==> src/rtl/clock_pkg.sv <==
// Shared encodings for the clock front end: mode states, BCD limits, blank-mask bit positions.
// Latency: none (constants and pure functions). Backpressure: none.
package clock_pkg;

  typedef enum logic [1:0] {
    MODE_RUN      = 2'd0,
    MODE_SET_HOUR = 2'd1,
    MODE_SET_MIN  = 2'd2
  } mode_e;

  localparam logic [3:0] BCD_ONES_MAX       = 4'd9;
  localparam logic [3:0] BCD_MIN_TENS_MAX   = 4'd5;
  localparam logic [3:0] BCD_HOUR_TENS_MAX  = 4'd2;
  localparam logic [3:0] BCD_HOUR_ONES_LAST = 4'd3;
  localparam logic [7:0] HOUR_MAX_BCD       = {BCD_HOUR_TENS_MAX, BCD_HOUR_ONES_LAST};  // 23
  localparam logic [7:0] MIN_MAX_BCD        = {BCD_MIN_TENS_MAX, BCD_ONES_MAX};         // 59
  localparam logic [5:0] SEC_MAX            = 6'd59;

  // digit_blank bit positions, shared with the display multiplexer
  localparam int BLANK_HOUR_TENS = 3;
  localparam int BLANK_HOUR_ONES = 2;
  localparam int BLANK_MIN_TENS  = 1;
  localparam int BLANK_MIN_ONES  = 0;

  function automatic logic [7:0] min_inc(input logic [7:0] mm);
    if (mm[3:0] != BCD_ONES_MAX)     return {mm[7:4], mm[3:0] + 4'd1};
    if (mm[7:4] != BCD_MIN_TENS_MAX) return {mm[7:4] + 4'd1, 4'd0};
    return 8'd0;
  endfunction

  function automatic logic [7:0] hour_inc(input logic [7:0] hh);
    if (hh == HOUR_MAX_BCD)          return 8'd0;
    if (hh[3:0] == BCD_ONES_MAX)     return {hh[7:4] + 4'd1, 4'd0};
    return {hh[7:4], hh[3:0] + 4'd1};
  endfunction

endpackage

==> src/rtl/button_debounce.sv <==
// Synchronises a raw active-low button, accepts a level after DEBOUNCE_CYCLES stable cycles, pulses on press.
// Latency: 2 sync + DEBOUNCE_CYCLES cycles, press pulse registered. Backpressure: none.
module button_debounce #(
  parameter int DEBOUNCE_CYCLES = 1000000
) (
  input  logic clk,
  input  logic rst,
  input  logic btn_n,
  output logic press
);

  localparam int CW = $clog2(DEBOUNCE_CYCLES + 1);
  localparam logic [CW-1:0] CNT_MAX = CW'(DEBOUNCE_CYCLES - 1);

  logic [1:0]    sync;
  logic          stable;
  logic [CW-1:0] cnt;

  always_ff @(posedge clk) begin
    if (rst) begin
      sync   <= 2'b11;
      stable <= 1'b1;
      cnt    <= '0;
      press  <= 1'b0;
    end else begin
      sync  <= {sync[0], btn_n};
      press <= 1'b0;
      if (sync[1] == stable) begin
        cnt <= '0;
      end else if (cnt == CNT_MAX) begin
        stable <= sync[1];
        cnt    <= '0;
        press  <= stable & ~sync[1];  // only the released->pressed edge is an event
      end else begin
        cnt <= cnt + CW'(1);
      end
    end
  end

endmodule

==> src/rtl/clock_time_keeper.sv <==
// HH:MM time base with set-time FSM, 1 Hz colon and edit-digit flash mask for the display mux.
// Latency: all outputs registered, update on the edge consuming a tick or press. Backpressure: none.
module clock_time_keeper #(
  parameter int CLK_HZ          = 50000000,
  parameter int DEBOUNCE_CYCLES = 1000000,
  parameter int FLASH_HALF      = 12500000
) (
  input  logic       clk,
  input  logic       rst,
  input  logic       btn_mode_n,
  input  logic       btn_inc_n,
  output logic [3:0] hour_tens,
  output logic [3:0] hour_ones,
  output logic [3:0] min_tens,
  output logic [3:0] min_ones,
  output logic       colon,
  output logic [3:0] digit_blank,
  output logic [1:0] mode,
  output logic       sec_tick
);
  import clock_pkg::*;

  localparam int PW = $clog2(CLK_HZ + 1);
  localparam int FW = $clog2(FLASH_HALF + 1);
  localparam logic [PW-1:0] PRESC_MAX = PW'(CLK_HZ - 1);
  localparam logic [FW-1:0] FLASH_MAX = FW'(FLASH_HALF - 1);

  mode_e         state, state_n;
  logic          mode_press, inc_press;
  logic [PW-1:0] presc, presc_n;
  logic [5:0]    sec, sec_n;
  logic [FW-1:0] flash_cnt, flash_cnt_n;
  logic          phase, phase_n;
  logic [7:0]    min_n, hour_n;
  logic [3:0]    blank_n;
  logic          inc_ok, tick, leave_set, sec_adv, min_roll;

  button_debounce #(.DEBOUNCE_CYCLES(DEBOUNCE_CYCLES)) u_db_mode (
    .clk(clk), .rst(rst), .btn_n(btn_mode_n), .press(mode_press)
  );
  button_debounce #(.DEBOUNCE_CYCLES(DEBOUNCE_CYCLES)) u_db_inc (
    .clk(clk), .rst(rst), .btn_n(btn_inc_n), .press(inc_press)
  );

  always_ff @(posedge clk) begin
    if (rst) state <= MODE_RUN;
    else     state <= state_n;
  end

  always_comb begin
    state_n = state;
    case (state)
      MODE_RUN:      if (mode_press) state_n = MODE_SET_HOUR;
      MODE_SET_HOUR: if (mode_press) state_n = MODE_SET_MIN;
      MODE_SET_MIN:  if (mode_press) state_n = MODE_RUN;
      default:       state_n = MODE_RUN;
    endcase
  end

  always_comb begin
    inc_ok    = inc_press && !mode_press;  // a simultaneous mode press swallows the increment
    tick      = (presc == PRESC_MAX);
    leave_set = (state == MODE_SET_MIN) && (state_n == MODE_RUN);
    sec_adv   = tick && (state == MODE_RUN);
    min_roll  = sec_adv && (sec == SEC_MAX);

    min_n  = {min_tens, min_ones};
    hour_n = {hour_tens, hour_ones};
    if (min_roll) begin
      min_n = min_inc({min_tens, min_ones});
      if ({min_tens, min_ones} == MIN_MAX_BCD) hour_n = hour_inc({hour_tens, hour_ones});
    end else if (inc_ok && state == MODE_SET_HOUR) begin
      hour_n = hour_inc({hour_tens, hour_ones});
    end else if (inc_ok && state == MODE_SET_MIN) begin
      min_n = min_inc({min_tens, min_ones});
    end

    // leaving edit restarts the second so counting begins from the set minute
    if (leave_set)    sec_n = '0;
    else if (min_roll) sec_n = '0;
    else if (sec_adv)  sec_n = sec + 6'd1;
    else               sec_n = sec;

    presc_n = (tick || leave_set) ? '0 : presc + PW'(1);

    if (state_n != state || inc_ok) begin
      flash_cnt_n = '0;
      phase_n     = 1'b0;
    end else if (flash_cnt == FLASH_MAX) begin
      flash_cnt_n = '0;
      phase_n     = ~phase;
    end else begin
      flash_cnt_n = flash_cnt + FW'(1);
      phase_n     = phase;
    end

    blank_n = '0;
    if (phase_n && state_n == MODE_SET_HOUR) begin
      blank_n[BLANK_HOUR_TENS] = 1'b1;
      blank_n[BLANK_HOUR_ONES] = 1'b1;
    end else if (phase_n && state_n == MODE_SET_MIN) begin
      blank_n[BLANK_MIN_TENS] = 1'b1;
      blank_n[BLANK_MIN_ONES] = 1'b1;
    end
  end

  always_ff @(posedge clk) begin
    if (rst) begin
      {hour_tens, hour_ones, min_tens, min_ones} <= '0;
      sec         <= '0;
      presc       <= '0;
      flash_cnt   <= '0;
      phase       <= 1'b0;
      colon       <= 1'b0;
      sec_tick    <= 1'b0;
      digit_blank <= '0;
    end else begin
      {hour_tens, hour_ones} <= hour_n;
      {min_tens, min_ones}   <= min_n;
      sec         <= sec_n;
      presc       <= presc_n;
      flash_cnt   <= flash_cnt_n;
      phase       <= phase_n;
      colon       <= colon ^ tick;
      sec_tick    <= tick;
      digit_blank <= blank_n;
    end
  end

  assign mode = state;

endmodule
==> config.mk <==
export PLATFORM = sky130hd
export DESIGN_NAME = clock_time_keeper
export DESIGN_NICKNAME = d
export VERILOG_FILES = /design/src/rtl/clock_pkg.sv /design/src/rtl/button_debounce.sv /design/src/rtl/clock_time_keeper.sv
export SDC_FILE = /design/constraint.sdc
export NUM_CORES = 1
export LEC_CHECK = 0
export CAP_MARGIN = 20
export CORE_ASPECT_RATIO = 1.5
export CORE_MARGIN = 5
export CORE_UTILIZATION = 55
export CTS_CLUSTER_SIZE = 16
export DETAILED_ROUTE_END_ITERATION = 16
export GPL_ROUTABILITY_DRIVEN = 0
export PLACE_DENSITY = 0.7
export SLEW_MARGIN = 20
export SYNTH_ARGS = -nofsm -noshare
export SYNTH_HDL_FRONTEND = slang
export SYNTH_SLANG_ARGS = --single-unit
==> constraint.sdc <==
create_clock -name clk -period 4.6 [get_ports clk]
set_clock_uncertainty 0.05 [all_clocks]
set_input_delay 0.92 -clock clk [delete_from_list [all_inputs] [get_ports clk]]
set_output_delay 0.92 -clock clk [all_outputs]
set_load 0.005 [all_outputs]
After elaboration in Yosys (flattened, before gate mapping) --
Index checks and enable logic that the tools add are counted.
Operators by class: equal/unequal tests 20, bitwise logic cells 10, multiplexer cells 50, add/subtract/negate cells 9, reductions and logical operators 29
Operator list (count):
- two-way mux 8 bit | 18
- adder 20 x 1 -> 20 bit (second input constant) | 2
- == test 20 bit (second input constant) | 2
- adder 26 x 1 -> 26 bit (second input constant) | 1
- == test 26 bit (second input constant) | 1
- two-way mux 1 bit | 26
- adder 24 x 1 -> 24 bit (second input constant) | 1
- == test 24 bit (second input constant) | 1
- OR reduction 3 bit | 6
- adder 4 x 1 -> 4 bit (second input constant) | 4
- two-way mux 2 bit | 5
- == test 8 x 6 -> 1 bit (second input constant) | 1
- == test 8 x 7 -> 1 bit (second input constant) | 1
- logical AND 1 bit | 8
- AND reduction 2 bit | 4
- NOT 1 bit | 7
- adder 6 x 1 -> 6 bit (second input constant) | 1
- == test 6 bit (second input constant) | 1
- case mux 2 bit (3 select lines) | 1
- == test 2 x 1 -> 1 bit (second input constant) | 2
- == test 2 bit (second input constant) | 2
- == test 4 bit (second input constant) | 1
- logical NOT 2 bit | 2
- inequality test 4 x 3 -> 1 bit (second input constant) | 1
- 14 further kinds | 19
Word-level totals: output and inout bits 24, bits in registers 129, bits of input ports 4

Depth between registers and ports, before layout --
depth after elaboration 15, depth in mapped cells 9, mapped depth without buffers 7

Hierarchy --
A second synthesis with hierarchy kept.
Unflattened totals: cell total of the unflattened synthesis 679, area total of the unflattened synthesis 5940.7 um^2
Modules (own cells, without submodules):
- clock_time_keeper | area each 3831.2 um^2, seq. area each 1581.5 um^2, cells an instance 447, times used 1
- button_debounce | area each 1054.8 um^2, seq. area each 480.5 um^2, cells an instance 116, times used 2

Worst setup path after synthesis --
Ideal clock, no wire load.
path type flip-flop to flip-flop, start reg presc[0], end reg min_ones[2], library setup time 0.123 ns, period minus slack after synthesis 2.065 ns, path buffers 1, stages on the path, launching flop included 8, setup slack 2.535 ns, data required time 4.427 ns, arrival time 1.891 ns, cells stage by stage dfxtp_1 -> ha_1 -> nand2_1 -> or3_1 -> buf_6 -> nor4_4 -> o211ai_1 -> mux2_1
Between the ends: cells in the longest elaborated chain, start to end 5, elaborated cells on any way between the ends 7, classes of those cells eq/ne: 2; mux: 1; reduce/logical: 4
Ends and longest elaborated chain:
- start, declared | line clock_time_keeper.sv:30 | logic [PW-1:0] presc, presc_n;
- start signal, assigned | line clock_time_keeper.sv:121 | presc <= presc_n;
- == test 26 bit * | line clock_time_keeper.sv:62 | tick = (presc == PRESC_MAX);
- logical AND 1 bit * | line clock_time_keeper.sv:64 | sec_adv = tick && (state == MODE_RUN);
- logical AND 1 bit * | line clock_time_keeper.sv:65 | min_roll = sec_adv && (sec == SEC_MAX);
- inequality test 2 bit (no source line) / nonzero test 2 bit (equally long branches)
- AND reduction 2 bit (no source line)
- end signal, assigned | line clock_time_keeper.sv:119 | {min_tens, min_ones} <= min_n;
- end, declared | line clock_time_keeper.sv:15 | output logic [3:0] min_ones,
Every way passes the cells marked *; elsewhere a longest branch is shown, timed or not. A chain may end at the register's enable or synchronous reset.

Final worst setup path --
start reg state[0], in the netlist mode[0], end out mode[0]
RTL lines:
- start, declared | line clock_time_keeper.sv:28 | mode_e state, state_n;
- start signal, assigned | line clock_time_keeper.sv:47 | else state <= state_n;
- end, declared | line clock_time_keeper.sv:18 | output logic [1:0] mode,
No word-level cell between the ends.

==> run summary <==
Status = finished, final reports clean
EDFF count, synth = 0
DR vias/cell = 5.59
Layout area overhead = 16.8%
Core ar. = 10600 um2
Max incr delay on CP = 0.58 ns
WP buf/inv = 1
PortBufs = 27
First-pass DRT Iterations = 5
Worst-path cell chain = clkdlybuf4s50_1
Main synth FF type = dfxtp_1
Worst-path clk slew = 0.05 ns
RSZ-0062 raised after global routing = no
Synth area leader = dfxtp_1
Static leakage = 2.31 nW
Design area = 6930 um2
Clk pwr share = 57.0%
Int Pwr = 0.00217 W
Slew HR = 47.4%
Number of antenna violations at the first check in global routing = 0
Commonest cells post-synth = dfxtp_1 (127), nor2_1 (114), xnor2_1 (56), nand3_1 (41), nand2_1 (38)
PwrDens = 384 nW/um2
Post-synth ARST share = 0%
Worst-Margin Slew = 0.788 ns
Overflow left after global routing = 0
Clk sinks = 127
Largest net degree at the start of global routing = 39
Final setup fails = 0
Area contributors post-synth = dfxtp_1 (43%), xnor2_1 (8.3%), nor2_1 (7.2%), xor2_1 (4.6%), nand3_1 (3.5%)
Die width = 94.8 um
Fin util = 65.4%
DRC = 0
Nets = 712
Crit path launch type = flop
DIE AREA = 13000 um2
Tcrit/Tclk final = 54.4%
Max VDD drop = 260 uV
Crit Path Category = flop to output pin
Worst hold-check path type = flop to flop
IO Pins = 28
CP required = 3.63 ns
Min Clock Period, post-route = 2.50 ns
Average wire per standard cell = 13.9 um
# fillers = 932
Hold Buf Count CTS = 0
Vias in the first global route = 4680
Critical Path Stages = 1
CTS root buf = clkbuf_16
Fmax = 0.400 GHz
Fraction of layout cells with a size suffix above 1 = 7.32%
Post-Syn Area = 5930 um2
Starting Density = 56.0%
Synth cell types = 55
TritonCTS clock tree = done
Max Slew Vio Count = 0
Syn Inst Count = 673
Cell family with most CP delay = buffers and inverters
Combinational share of power = 1.2%
FF-to-FF path depth = 6
Rows = 46
H-tree level count = 4
Register area share after synthesis = 42.8%
Placed Cells = 822
Crit. End Element = output pin
Die H = 137 um
Area after DPL = 6250 um2
Syn Area/Cell = 8.82 um2
Fin cells = 854
Sw Ratio = 18.4%
Sequential standard cell area = 2540 um2
Most frequent cell after synthesis = dfxtp_1
Max Root-Sink Buffers = 2
Detailed Route WL = 11900 um
Total track usage = 19.9%
Setup TNS = 0 ns
Reg power frac = 41.8%
Syn nets = 688
Detail Route Antenna Nets = 0
Post-cts gate resize count = 0
Antenna cells = 0
Routed via count = 4773
Hold path depth = 1
HPWL Detailed = 8150 um
Post-CTS setup buffers = 0
Area taken by multi-input logic gates = 3160 um2
Final hold violations = 0
Syn. warnings = 0
First-pass GRT wire length = 20700 um
CP Max Fanout = 10
Max_cap viols = 0
NetSw = 0.000489 W
CP max stage cell = clkdlybuf4s50_1
Synth top area share = 42.8%
1st-iter DRT viols = 206
Worst skew pair latency = 0.41 ns
CP arrival = 1.53 ns
Synthesized flop and latch total = 127
Num CTS Buffers = 17
[stage by stage]
| step | worst slack, ns | power, W | hold slack [ns] |
|---|---|---|---|
| floorplan | 2.54 | 0.00116 | 0.339 |
| CTS | 2.06 | 0.00269 | 0.372 |
| finish | 2.10 | 0.00266 | 0.371 |
| global route | 1.87 | 0.00276 | 0.392 |
| detailed placement | 1.81 | 0.00117 | 0.355 |
| global placement | 1.87 | 0.00117 | 0.352 |
[cell type report]
class / count / share of cell area [%]
clock buffers: 21 / 6.79
clock inverters: 11 / 3.02
inverters: 23 / 1.25
multi-input cells: 499 / 45.5
flip-flops and latches: 127 / 36.7
well taps: 144 / 2.60
repair buffers: 29 / 4.12
[sequential cells by signal, indices dropped and copies added, names as in the netlist, 2 cells and up]
| register | count |
|---|---|
| presc | 26 |
| flash_cnt | 24 |
| u_db_inc.cnt | 20 |
| u_db_mode.cnt | 20 |
| sec | 6 |
| hour_ones | 4 |
| hour_tens | 4 |
| min_ones | 4 |
| min_tens | 4 |
| digit_blank | 2 |
| mode | 2 |
| u_db_inc.sync | 2 |
| u_db_mode.sync | 2 |
[logic make-up after synthesis]
group	Yosys count	share of synthesized area (%)
buf+inv	47	3.98
mux	6	1.10
compound gates	40	4.79
simple gates	355	32.1
fa+ha+maj	11	2.32
flops	127	42.8
xor+xnor	87	12.8
[final timing paths]
check	start	end	slack (ns)
max	mode[0]	mode[0]	2.10
min	u_db_mode.sync[0]	u_db_mode.sync[1]	0.37
max reg2reg	presc[0]	presc[10]	2.14
min reg2reg	u_db_mode.sync[0]	u_db_mode.sync[1]	0.37
[layout by cell type, fill, tap and decap left out, drive strengths merged, types with 9 or more instances in the layout]
cell type        n
a21oi           12
and2            10
and3            14
and4            13
clkbuf          21
clkdlybuf4s50   27
dfxtp          127
ha              11
inv             22
nand2           38
nand3           43
nand4           23
nor2           114
nor3            31
nor4            17
nor4b            9
xnor2           56
xor2            31
[power groups by stage]
stage          sequential, W  combinational [W]  clock, W
2_1_floorplan        0.00113          0.0000265         0
3_5_place_dp         0.00114          0.0000329         0
6_report             0.00111          0.0000326   0.00152
3_3_place_gp         0.00114          0.0000312         0
5_1_grt              0.00111          0.0000377   0.00161
4_1_cts              0.00111          0.0000333   0.00155
[routing by layer]
layer	GRT usage, %	wire length [um]
met5	0	0
met4	7.22	155
met3	5.36	380
met2	34.4	6140
met1	23.3	5200
Power figures use the tool's default switching activity.
